[src/rtl/multicycle_ctrl_pkg.sv]
// multicycle_ctrl_pkg: opcode/funct constants, ALU encodings and state/class enums
package multicycle_ctrl_pkg;

    typedef enum logic [2:0] {S_IDLE, S_DECODE, S_EXEC, S_MEM, S_WB} state_t;
    typedef enum logic [2:0] {C_RTYPE, C_ALUI, C_LW, C_SW, C_BEQ, C_BNE} cls_t;

    localparam logic [5:0] OP_RTYPE = 6'b000000;
    localparam logic [5:0] OP_ADDI  = 6'b001000;
    localparam logic [5:0] OP_ANDI  = 6'b001100;
    localparam logic [5:0] OP_ORI   = 6'b001101;
    localparam logic [5:0] OP_XORI  = 6'b001110;
    localparam logic [5:0] OP_SLTI  = 6'b001010;
    localparam logic [5:0] OP_LW    = 6'b100011;
    localparam logic [5:0] OP_SW    = 6'b101011;
    localparam logic [5:0] OP_BEQ   = 6'b000100;
    localparam logic [5:0] OP_BNE   = 6'b000101;

    localparam logic [5:0] F_ADD = 6'b100000;
    localparam logic [5:0] F_SUB = 6'b100010;
    localparam logic [5:0] F_AND = 6'b100100;
    localparam logic [5:0] F_OR  = 6'b100101;
    localparam logic [5:0] F_XOR = 6'b100110;
    localparam logic [5:0] F_SLT = 6'b101010;
    localparam logic [5:0] F_SLL = 6'b000000;
    localparam logic [5:0] F_SRL = 6'b000010;

    localparam logic [3:0] ALU_ADD = 4'b0010;
    localparam logic [3:0] ALU_SUB = 4'b0110;
    localparam logic [3:0] ALU_AND = 4'b0000;
    localparam logic [3:0] ALU_OR  = 4'b0001;
    localparam logic [3:0] ALU_XOR = 4'b0100;
    localparam logic [3:0] ALU_SLT = 4'b0111;
    localparam logic [3:0] ALU_SLL = 4'b1000;
    localparam logic [3:0] ALU_SRL = 4'b1001;

endpackage

[src/rtl/multicycle_ctrl_alu_decode.sv]
// alu_decode: combinational opcode/funct to ALU select, B source, class and illegal flag
module alu_decode
    import multicycle_ctrl_pkg::*;
(
    input  logic [5:0] opcode,
    input  logic [5:0] funct,
    output logic [3:0] alu_ctr,
    output logic       alu_src,
    output cls_t       cls,
    output logic       illegal
);

    always_comb begin
        alu_ctr = ALU_ADD;
        alu_src = 1'b1;
        cls     = C_ALUI;
        illegal = 1'b0;
        case (opcode)
            OP_RTYPE: begin
                alu_src = 1'b0;
                cls     = C_RTYPE;
                case (funct)
                    F_ADD:   alu_ctr = ALU_ADD;
                    F_SUB:   alu_ctr = ALU_SUB;
                    F_AND:   alu_ctr = ALU_AND;
                    F_OR:    alu_ctr = ALU_OR;
                    F_XOR:   alu_ctr = ALU_XOR;
                    F_SLT:   alu_ctr = ALU_SLT;
                    F_SLL:   alu_ctr = ALU_SLL;
                    F_SRL:   alu_ctr = ALU_SRL;
                    default: illegal = 1'b1;
                endcase
            end
            OP_ADDI: alu_ctr = ALU_ADD;
            OP_ANDI: alu_ctr = ALU_AND;
            OP_ORI:  alu_ctr = ALU_OR;
            OP_XORI: alu_ctr = ALU_XOR;
            OP_SLTI: alu_ctr = ALU_SLT;
            OP_LW:   cls = C_LW;
            OP_SW:   cls = C_SW;
            OP_BEQ: begin
                alu_ctr = ALU_SUB;
                alu_src = 1'b0;
                cls     = C_BEQ;
            end
            OP_BNE: begin
                alu_ctr = ALU_SUB;
                alu_src = 1'b0;
                cls     = C_BNE;
            end
            default: illegal = 1'b1;
        endcase
    end

endmodule

[src/rtl/multicycle_ctrl.sv]
// multicycle_ctrl: IDLE/DECODE/EXEC/MEM/WB instruction controller with registered strobes
module multicycle_ctrl
    import multicycle_ctrl_pkg::*;
#(
    parameter int MEM_TIMEOUT = 15
) (
    input  logic       clk,
    input  logic       reset,
    input  logic       instr_valid,
    output logic       instr_ready,
    input  logic [5:0] opcode,
    input  logic [5:0] funct,
    input  logic       Zero,
    input  logic       mem_ready,
    output logic [3:0] ALUctr,
    output logic       ALUsrc,
    output logic       RegWrite,
    output logic       RegDst,
    output logic       MemtoReg,
    output logic       MemRead,
    output logic       MemWrite,
    output logic       done,
    output logic       branch_taken,
    output logic       err
);

    localparam logic [7:0] LAST = 8'(MEM_TIMEOUT - 1);

    state_t     state;
    cls_t       cls_q;
    logic [5:0] op_q, fn_q;
    logic [7:0] cnt;
    logic [3:0] d_ctr;
    logic       d_src, d_ill;
    cls_t       d_cls;

    alu_decode u_dec (
        .opcode (op_q),
        .funct  (fn_q),
        .alu_ctr(d_ctr),
        .alu_src(d_src),
        .cls    (d_cls),
        .illegal(d_ill)
    );

    // Pulses and per-state strobes default low; each state re-asserts what it owns.
    always_ff @(posedge clk) begin
        if (reset) begin
            state        <= S_IDLE;
            cls_q        <= C_RTYPE;
            op_q         <= '0;
            fn_q         <= '0;
            cnt          <= '0;
            instr_ready  <= 1'b1;
            ALUctr       <= '0;
            ALUsrc       <= 1'b0;
            RegWrite     <= 1'b0;
            RegDst       <= 1'b0;
            MemtoReg     <= 1'b0;
            MemRead      <= 1'b0;
            MemWrite     <= 1'b0;
            done         <= 1'b0;
            branch_taken <= 1'b0;
            err          <= 1'b0;
        end else begin
            RegWrite     <= 1'b0;
            RegDst       <= 1'b0;
            MemtoReg     <= 1'b0;
            MemRead      <= 1'b0;
            MemWrite     <= 1'b0;
            done         <= 1'b0;
            branch_taken <= 1'b0;
            err          <= 1'b0;
            case (state)
                S_IDLE: if (instr_valid) begin
                    op_q        <= opcode;
                    fn_q        <= funct;
                    state       <= S_DECODE;
                    instr_ready <= 1'b0;
                end
                S_DECODE: if (d_ill) begin
                    err         <= 1'b1;
                    state       <= S_IDLE;
                    instr_ready <= 1'b1;
                end else begin
                    ALUctr <= d_ctr;
                    ALUsrc <= d_src;
                    cls_q  <= d_cls;
                    state  <= S_EXEC;
                end
                S_EXEC: if (cls_q == C_BEQ || cls_q == C_BNE) begin
                    done         <= 1'b1;
                    branch_taken <= (cls_q == C_BEQ) ? Zero : !Zero;
                    state        <= S_IDLE;
                    instr_ready  <= 1'b1;
                    ALUctr       <= '0;
                    ALUsrc       <= 1'b0;
                end else if (cls_q == C_LW || cls_q == C_SW) begin
                    state    <= S_MEM;
                    cnt      <= '0;
                    MemRead  <= cls_q == C_LW;
                    MemWrite <= cls_q == C_SW;
                end else begin
                    state    <= S_WB;
                    RegWrite <= 1'b1;
                    RegDst   <= cls_q == C_RTYPE;
                end
                // mem_ready is checked before the timeout so a late completion still wins
                S_MEM: if (mem_ready) begin
                    if (cls_q == C_LW) begin
                        state    <= S_WB;
                        RegWrite <= 1'b1;
                        MemtoReg <= 1'b1;
                    end else begin
                        done        <= 1'b1;
                        state       <= S_IDLE;
                        instr_ready <= 1'b1;
                        ALUctr      <= '0;
                        ALUsrc      <= 1'b0;
                    end
                end else if (cnt == LAST) begin
                    err         <= 1'b1;
                    state       <= S_IDLE;
                    instr_ready <= 1'b1;
                    ALUctr      <= '0;
                    ALUsrc      <= 1'b0;
                end else begin
                    cnt      <= cnt + 8'd1;
                    MemRead  <= cls_q == C_LW;
                    MemWrite <= cls_q == C_SW;
                end
                S_WB: begin
                    done        <= 1'b1;
                    state       <= S_IDLE;
                    instr_ready <= 1'b1;
                    ALUctr      <= '0;
                    ALUsrc      <= 1'b0;
                end
                default: state <= S_IDLE;
            endcase
        end
    end

endmodule

[config.mk]
export PLATFORM = sky130hd
export DESIGN_NAME = multicycle_ctrl
export DESIGN_NICKNAME = d
export VERILOG_FILES = /design/src/rtl/multicycle_ctrl_pkg.sv /design/src/rtl/multicycle_ctrl_alu_decode.sv /design/src/rtl/multicycle_ctrl.sv
export SDC_FILE = /design/constraint.sdc
export NUM_CORES = 1
export LEC_CHECK = 0
export ABC_AREA = 0
export BUFFER_PORTS_ARGS = -buffer_cell sky130_fd_sc_hd__buf_2
export CAP_MARGIN = 10
export CORE_UTILIZATION = 50
export DETAILED_ROUTE_END_ITERATION = 6
export PLACE_DENSITY = 0.79
export SETUP_SLACK_MARGIN = 0.2
export SYNTH_ARGS = -nofsm -noshare
export SYNTH_HDL_FRONTEND = slang
export SYNTH_SLANG_ARGS = --single-unit
export TNS_END_PERCENT = 50
[constraint.sdc]
create_clock -name clk -period 5.68 [get_ports clk]
set_clock_uncertainty 0.15 [all_clocks]
set_input_delay 1.136 -clock clk [delete_from_list [all_inputs] [get_ports clk]]
set_output_delay 1.136 -clock clk [all_outputs]
set_load 0.03 [all_outputs]
Word-level counts from Yosys, hierarchy flattened
Cells that the tools add are included.

$add $sub $neg: 1. Equal/unequal tests: 35. Mux-type cells: 62. Bitwise gates (word level): 4. Reduce and logical (&&, ||, !) cells: 23.

Operators with widths (number): 6-bit equality test (second input constant) (8); 1-bit two-way mux (32); 8-bit two-way mux (4); 6-bit by 4-bit equality test with 1-bit output (second input constant) (5); 4-bit case mux with 7 select lines (1); 4-bit case mux with 6 select lines (1); 4-bit two-way mux (5); 3-bit two-way mux (6); 2-bit inequality test (second input constant) (8); 4-bit case mux with 4 select lines (1); 8-bit case mux with 2 select lines (1); 3-bit case mux with 5 select lines (1); 3-bit by 2-bit equality test with 1-bit output (second input constant) (4); 6-bit by 3-bit equality test with 1-bit output (second input constant) (2); 6-bit zero test (2); 3-bit case mux with 4 select lines (1); 1-bit case mux with 2 select lines (5); 5-bit AND reduction (2); 3-bit equality test (second input constant) (3); 9-bit OR reduction (1); 8-bit by 1-bit adder with 8-bit output (second input constant) (1); 8-bit by 4-bit equality test with 1-bit output (second input constant) (1); 8-bit OR reduction (1); 6-bit by 2-bit equality test with 1-bit output (second input constant) (1); 18 further kinds (28).

Bits in registers: 40. Input port bits: 17.

Depth between registers and ports, before layout
Gate-level depths: netlist (run 1).

Word-level depth: 6. Gate-level depth with buffers: 8. Depth with buffers taken out: 8.

Modules after synthesis
From an unflattened synthesis (run 1), not the netlist that was laid out.

Cell total of the unflattened synthesis: 267. Area, all modules: 2114.5 um^2.

By module, submodules not included: multicycle_ctrl (instances 1, cells each 219, area an instance 1819.2 um^2); alu_decode (instances 1, cells each 48, area an instance 295.3 um^2).

Least setup slack after synthesis (run 1)
OpenSTA, ideal clock, no wires.

Path type: input to register. Start point: in mem_ready. End point: reg ALUctr[2]. Library setup time: 0.121 ns. Arrival: 2.094 ns. Setup slack: 3.315 ns. Stages: 6. Path buffers: 0. Cell sequence: nand2_1 -> o21ai_0 -> a21oi_1 -> o21ai_0 -> a21oi_4 -> mux2_4.

Longest elaborated chain between the ends: 2. Elaborated cells between the ends (all ways): 5.

RTL lines: start, declared (line multicycle_ctrl.sv:14) `input logic mem_ready,`; 3-bit inequality test (no source line) / 4-bit two-way mux (equally long branches); 5-bit AND reduction (no source line) / 4-bit case mux with 4 select lines (equally long branches); end signal, assigned (line multicycle_ctrl.sv:86) `ALUctr <= d_ctr;`; end, declared (line multicycle_ctrl.sv:15) `output logic [3:0] ALUctr,`.

Parallel ways exist; a longest one is shown, timed or not. A chain may end at the register's enable or synchronous reset.

Final worst setup path (run 1)
Start point: in mem_ready. End point: reg cnt[7].

Longest elaborated chain between the ends: 2.

RTL lines: 2-bit inequality test (no source line); 5-bit AND reduction (no source line); end signal, assigned (line multicycle_ctrl.sv:128) `cnt <= cnt + 8'd1;`; end, declared (line multicycle_ctrl.sv:32) `logic [7:0] cnt;`.

No other way between the ends.

==> results of run 1 <==
-- cell families (layout without fill, tap and decap cells) --
group	count (synthesis)	after routing	synth area share, %
adders and majority gates	4	4	2.39
AOI/OAI and AO/OA	51	51	17.2
DFF	40	40	38.2
muxes	7	7	3.82
xor gates and xnor gates	9	9	3.76
buffers and inverters	22	46	5.73
and+or+nand+nor	116	116	28.9
-- how the worst min path moves through the flow --
stage / startpoint / slack [ps] / cells after the start / endpoint
2_1_floorplan: fn_q[4] / 310 / 2 / fn_q[4]
3_3_place_gp: ALUsrc / 310 / 2 / ALUsrc
3_5_place_dp: ALUctr[1] / 310 / 2 / ALUctr[1]
4_1_cts: ALUctr[3] / 330 / 2 / ALUctr[3]
5_1_grt: ALUctr[1] / 340 / 2 / ALUctr[1]
6_report: ALUctr[3] / 320 / 2 / ALUctr[3]
-- metrics by stage --
step                      std cells  area [µm²]  total power (µW)  utilization (%)  setup slack [ps]
final                           323        2320               608             57.9              2990
after global routing            323        2320               639             57.9              2880
after CTS                       323        2320               614             57.9              3060
after detailed placement        315        2220               418             55.6              2740
after global placement          315        2220               416             55.6              2830
after floorplan                 249        2090               398                -              3310
-- critical path, cell delays in order --
cell,delay [ps]
buf_2,120
a311oi_1,50
o21ai_0,1000
nor4_1,160
xnor2_1,200
nor2_1,50
-- layout by cell type (no fill, tap or decap), types with 6 or more instances in the layout --
master / netlist / final
nor4_1: 9 / 9
xnor2_1: 7 / 7
clkbuf_8: 1 / 6
a21oi_1: 19 / 19
dfxtp_1: 40 / 40
inv_1: 8 / 8
nor3_1: 8 / 8
nand2_1: 35 / 35
o21ai_0: 11 / 11
buf_2: 1 / 30
nand3_1: 7 / 7
nand2b_1: 7 / 7
nor2_1: 21 / 21
-- routing by layer --
layer / vias to the layer above / GRT usage, % / wire, µm
li1: 917 / - / -
met1: 801 / 26.5 / 2000
met4: 0 / 8.78 / 48
met2: 34 / 29.8 / 1830
met5: - / 0 / 0
met3: 5 / 6.16 / 185
-- final cells by class --
class / instances / area (µm²)
multi-input combinational: 187 / 1180
fill: 389 / 1680
sequential: 40 / 801
clock buffer: 7 / 86.3
inverter: 8 / 30.0
timing repair buffer: 30 / 150
tap: 50 / 62.6
clock inverter: 1 / 7.51
-- state kept, by name, summed over array words and instances, names as in the netlist --
| register | count |
|---|---|
| cnt | 8 |
| instr_ready | 1 |
| state | 3 |
| branch_taken | 1 |
| ALUsrc | 1 |
| RegWrite | 1 |
| op_q | 6 |
| MemtoReg | 1 |
| RegDst | 1 |
| MemWrite | 1 |
| done | 1 |
| err | 1 |
| cls_q | 3 |
| fn_q | 6 |
| ALUctr | 4 |
| MemRead | 1 |
-- power by group through the flow --
stage / combinational [µW] / clock (µW) / sequential (µW)
floorplan: 82.8 / 0 / 315
global placement: 100 / 0 / 316
CTS: 102 / 202 / 310
detailed placement: 102 / 0 / 316
global route: 112 / 214 / 312
finish: 102 / 195 / 310
==> out/qor.txt, run 1 <==
core area - 4000 µm²
Seq cells post-synth - 40
CTS Buf Count - 5
static leakage - 0.000895 µW
root buffer cell - clkbuf_8
Mapped Cells - 249
pwr/cell area - 262 nW/µm²
internal power - 432 µW
Hold-fix buffers, CTS - 0
Critical Path End Type - register
crit path DAT - 2720 ps
Initial Utilization - 52.4%
ANT nets after route - 0
Clock Latency Late Sink - 290 ps
CP required - 5710 ps
Sw Share - 28.8%
num rows - 23
initial antenna violation count - 0
half-perimeter wire length after detailed placement - 2.89 mm
Die Area - 4450 µm²
CTS H-tree lvls - 2
Hold WS - 323 ps
FF-to-FF setup slack - 3080 ps
DR DRC count - 0
crit path capture - cnt[7]
Primary FF master, synth - dfxtp_1
die extent in x - 66.7 µm
status - finished, final reports clean
ranking of synthesized cells by area - dfxtp_1 38%, nand2_1 6.3%, a21oi_1 4.5%
first-pass GRT wire length - 6.75 mm
Final Hold Fails - 0
Netlist cell types - 54
FMAX - 372 MHz
Port Buffers - 30
syn nets - 270
crit path max fanout - 12
final antenna diode count - 0
sequential area share after synthesis - 38.2%
drt total wl - 4.06 mm
post-CTS setup buffer count - 0
detailed router's first-iteration violation count - 67
GR Overflow Total - 0
Register-to-Register Path Depth - 6
most common cell in the netlist - dfxtp_1
RR Startpoint - cnt[6]
asr flop ratio synth - 0%
unrepaired setup endpoints after global routing - false
pin count of the biggest net entering global routing - 34
CP Class - input pin to register
worst r2r dst - cnt[7]
Layout area overhead - 10.6%
Final Cycle Share - 47.4%
Slew headroom - 13.9%
Worst-path clk slew - 80 ps
nets@finish - 293
TritonCTS sink count - 40
combinational fraction of design power - 16.8%
layout cells sized above 1 - 19.8%
Flop pwr share - 51.0%
CP startpoint - mem_ready
GRT Overall Usage - 20.1%
die height - 66.7 µm
Mean Syn Cell Area - 8.41 µm²
setup TNS - 0 ps
Finish-stage setup viols - 0
crit start category - input pin
CTS tree - yes
Yosys warnings - 0
switching pwr - 175 µW
Post-synth EDFFs - 0
Post-CTS Resized - 0
biggest area consumer among synthesized cells - dfxtp_1
Yosys top cell area share - 38.2%
synthesized area - 2090 µm²
max-slew violation count - 0
Clk pwr share - 32.1%
Detailed Routing Iterations Pass 1 - 4
Clock Path Buffers - 2
WL per Instance - 12.6 µm
Ports - 31
worst slew pin tran - 1280 ps
Post-synth top cells - 40 x dfxtp_1, 35 x nand2_1, 21 x nor2_1, 19 x a21oi_1, 11 x o21ai_0
# Max-Cap Violations - 0
hold crit path type - register to register
Final GP Congestion - 0.849
vias in the first global route - 1514
Vias - 1757
Worst VDD drop - 134 µV
Vias per Instance - 5.44
Final min period - 2690 ps
(Power assumes the default switching activity.)
==> run 2: changes to the inputs <==
--- a/config.mk
+++ b/config.mk
@@ -5,7 +5,7 @@
 export SDC_FILE = /design/constraint.sdc
 export NUM_CORES = 1
 export LEC_CHECK = 0
-export ABC_AREA = 0
+export ABC_AREA = 1
 export BUFFER_PORTS_ARGS = -buffer_cell sky130_fd_sc_hd__buf_2
 export CAP_MARGIN = 10
 export CORE_UTILIZATION = 50
==> constraint.sdc (replaced) <==
create_clock -name clk -period 2.85 [get_ports clk]
set_clock_uncertainty 0.15 [all_clocks]
set_input_delay 0.57 -clock clk [delete_from_list [all_inputs] [get_ports clk]]
set_output_delay 0.57 -clock clk [all_outputs]
set_load 0.03 [all_outputs]
==> run 2 against run 1 <==
Compared with the run above: synthesized area is 5.7% higher; count of clock-buffer cells in the layout is 1 lower; register-to-register slack worse by 2100 ps; global-route usage is 2.2 points higher; largest cell class unchanged; design area is 8.4% higher; first-iteration DRC count is 48% higher; non-clock buffer count stayed put; setup slack worse by 2000 ps; critical endpoint is now cnt[3]; synthesized cell count is 24% higher; highest routed layer unchanged; total power grew to 2.6 times the previous value; combinational power grew to 4.5 times the previous value.
==> out/qor.txt, run 2 <==
status - finished, final reports clean (unchanged)
FF-to-FF setup slack - 1030 ps (was 3080 ps)
crit path capture - cnt[3] (was cnt[7])
Post-synth top cells - 51 x nand2_1, 40 x dfxtp_1, 37 x nor2_1, 33 x nand3_1, 31 x inv_1 (was 40 x dfxtp_1, 35 x nand2_1, 21 x nor2_1, 19 x a21oi_1, 11 x o21ai_0)
Vias per Instance - 5.27 (was 5.44)
Hold-fix buffers, CTS - 0 (unchanged)
CP startpoint - cls_q[1] (was mem_ready)
vias in the first global route - 1751 (was 1514)
Yosys top cell area share - 36.2% (was 38.2%)
sequential area share after synthesis - 36.2% (was 38.2%)
hold crit path type - register to register (unchanged)
worst r2r dst - cnt[3] (was cnt[7])
die height - 68.5 µm (was 66.7 µm)
top flop regs - cnt (8), fn_q (6), op_q (6) (unchanged)
worst slew pin tran - 620 ps (was 1280 ps)
Final min period - 1820 ps
Finish-stage setup viols - 0 (unchanged)
# Max-Cap Violations - 0 (unchanged)
Initial Utilization - 53.8% (was 52.4%)
Vias - 2071 (was 1757)
Port Buffers - 30 (unchanged)
combinational fraction of design power - 29.1% (was 16.8%)
switching pwr - 551 µW (was 175 µW)
CTS tree - yes (unchanged)
Final Hold Fails - 0 (unchanged)
simple-gate share of the synthesized area - 39.5% (was 28.9%)
worst path cell trace - inv_1 > ha_1 > inv_1 > nand2_1 > a21oi_2 > nand2_4 > inv_4 > nand3_1 > nand2_1 > a21oi_1 (was buf_2 > a311oi_1 > o21ai_0 > nor4_1 > xnor2_1 > nor2_1)
Crit. path cell count - 10 (was 6)
CP Class - register to register (was input pin to register)
drt total wl - 4.74 mm (was 4.06 mm)
commonest non-fill, non-tap cell in the layout - nand2_1 (was dfxtp_1)
Hold WS - 317 ps (was 323 ps)
GR Overflow Total - 0 (unchanged)
cell family with most CP delay - flip-flops (was compound AO/OA/AOI/OAI gates)
pin count of the biggest net entering global routing - 24 (was 34)
multiplexer share of the synthesized area - 0% (was 3.82%)
Die Area - 4700 µm² (was 4450 µm²)
detailed router's first-iteration violation count - 99 (was 67)
static leakage - 0.00115 µW (was 0.000895 µW)
max-slew violation count - 0 (unchanged)
worst path bufs/invs - 3 (was 1)
Worst VDD drop - 311 µV (was 134 µV)
DR DRC count - 0 (unchanged)
Slew headroom - 58.6% (was 13.9%)
Clock Path Buffers - 2 (unchanged)
layout cells sized above 1 - 23.3% (was 19.8%)
Sw Share - 35.1% (was 28.8%)
synthesized area - 2210 µm² (was 2090 µm²)
Primary FF master, synth - dfxtp_1 (unchanged)
core area - 4120 µm² (was 4000 µm²)
pwr/cell area - 626 nW/µm² (was 262 nW/µm²)
RR Startpoint - cls_q[1] (was cnt[6])
first-pass GRT wire length - 7.68 mm (was 6.75 mm)
Largest register FFs - 8 (unchanged)
post-CTS setup buffer count - 0 (unchanged)
Seq cells post-synth - 40 (unchanged)
Worst-path clk slew - 80 ps (about the same)
Final Cycle Share - 64.0%
initial antenna violation count - 0 (unchanged)
Ports - 31 (unchanged)
crit path max fanout - 9 (was 12)
Clock Latency Late Sink - 300 ps (was 290 ps)
commonest non-fill, non-tap cells in the layout - 51 x nand2_1, 40 x dfxtp_1, 37 x nor2_1 (was 40 x dfxtp_1, 35 x nand2_1, 30 x buf_2)
Flop pwr share - 41.3% (was 51.0%)
Largest Register - cnt (unchanged)
Mapped Cells - 310 (was 249)
root buffer cell - clkbuf_8 (unchanged)
num rows - 23 (unchanged)
final antenna diode count - 0 (unchanged)
Post-CTS Resized - 0 (unchanged)
Final GP Congestion - 0.881 (was 0.849)
syn nets - 331 (was 270)
Clk pwr share - 29.5% (was 32.1%)
Yosys warnings - 0 (unchanged)
biggest area consumer among synthesized cells - dfxtp_1 (unchanged)
PnR Total Power - 1570 µW (was 608 µW)
Compound-Gate Fraction of Synth Area - 12.5% (was 17.2%)
max incr delay on CP - 430 ps (was 1000 ps)
xor/xnor share of the synthesized area - 1.58% (was 3.76%)
internal power - 1020 µW (was 432 µW)
CP max-delay cell - dfxtp_1 (was o21ai_0)
ranking of synthesized cells by area - dfxtp_1 36%, nand2_1 8.6%, nand3_1 7.5% (was dfxtp_1 38%, nand2_1 6.3%, a21oi_1 4.5%)
most common cell in the netlist - nand2_1 (was dfxtp_1)
Mean Syn Cell Area - 7.14 µm² (was 8.41 µm²)
WL per Instance - 12.1 µm (was 12.6 µm)
TritonCTS sink count - 40 (unchanged)
Detailed Routing Iterations Pass 1 - 4 (unchanged)
crit path DAT - 1870 ps (was 2720 ps)
asr flop ratio synth - 0% (unchanged)
die extent in x - 68.5 µm (was 66.7 µm)
GRT Overall Usage - 22.3% (was 20.1%)
unrepaired setup endpoints after global routing - false (unchanged)
FMAX - 549 MHz
Register-to-Register Path Depth - 10 (was 6)
largest family of logic cells by synthesized area - simple AND/OR/NAND/NOR gates (unchanged)
CP required - 2900 ps (was 5710 ps)
nets@finish - 363 (was 293)
Layout area overhead - 13.5% (was 10.6%)
setup TNS - 0 ps (unchanged)
crit start category - register (was input pin)
Critical Path End Type - register (unchanged)
Post-synth EDFFs - 0 (unchanged)
ANT nets after route - 0 (unchanged)
half-perimeter wire length after detailed placement - 3.51 mm (was 2.89 mm)
CTS Buf Count - 5 (unchanged)
CTS H-tree lvls - 2 (unchanged)
Netlist cell types - 38 (was 54)
synthesized-area fraction occupied by adder cells - 2.26% (was 2.39%)
## run 2: how the worst min path moves through the flow
stage              to  cells past startpoint      from
3_5_place_dp   RegDst                      1  cls_q[0]
5_1_grt        RegDst                      1  cls_q[0]
3_3_place_gp   RegDst                      1  cls_q[0]
4_1_cts        RegDst                      1  cls_q[0]
6_report       RegDst                      1  cls_q[0]
2_1_floorplan  RegDst                      1  cls_q[0]
## run 2: kinds of logic after synthesis
family | count (synthesis)
buf+inv | 46
compound gates | 50
fa+ha+maj | 4
xor+xnor | 4
flops | 40
simple gates | 166
## run 2: per-stage QoR
stage                     utilization (%)  cell area, µm²  worst slack (ps)  instances
final                                61.1            2510              1030        393
after global routing                 61.1            2510               883        393
after CTS                            61.1            2510              1030        393
after detailed placement             58.4            2400               907        385
after global placement               58.4            2400              1040        385
after floorplan                         -            2210              1240        310
## run 2: layout make-up
class | instances | area, µm²
Multi-Input combinational cell | 224 | 1230
Timing Repair Buffer | 30 | 150
Clock inverter | 2 | 35.0
Tap cell | 50 | 62.6
Fill cell | 379 | 1600
Sequential cell | 40 | 801
Inverter | 41 | 156
Clock buffer | 6 | 72.6
## run 2: power by group through the flow
stage               logic [µW]  registers [µW]  clock network, µW
floorplan                  318             705                  0
global placement           447             660                  0
detailed placement         455             663                  0
CTS                        458             650                470
global route               511             657                493
finish                     458             650                464
## run 2: layer usage
metal  vias to the layer above  part of all wire [%]  GRT usage [%]  routed length, µm
met5                         -                     0              0                  0
met2                        52                    48           39.7               2290
met1                       943                    46           26.3               2180
li1                       1068                     -              -                  -
met3                         8                   4.2           3.95                198
met4                         0                   1.6           8.59                 74
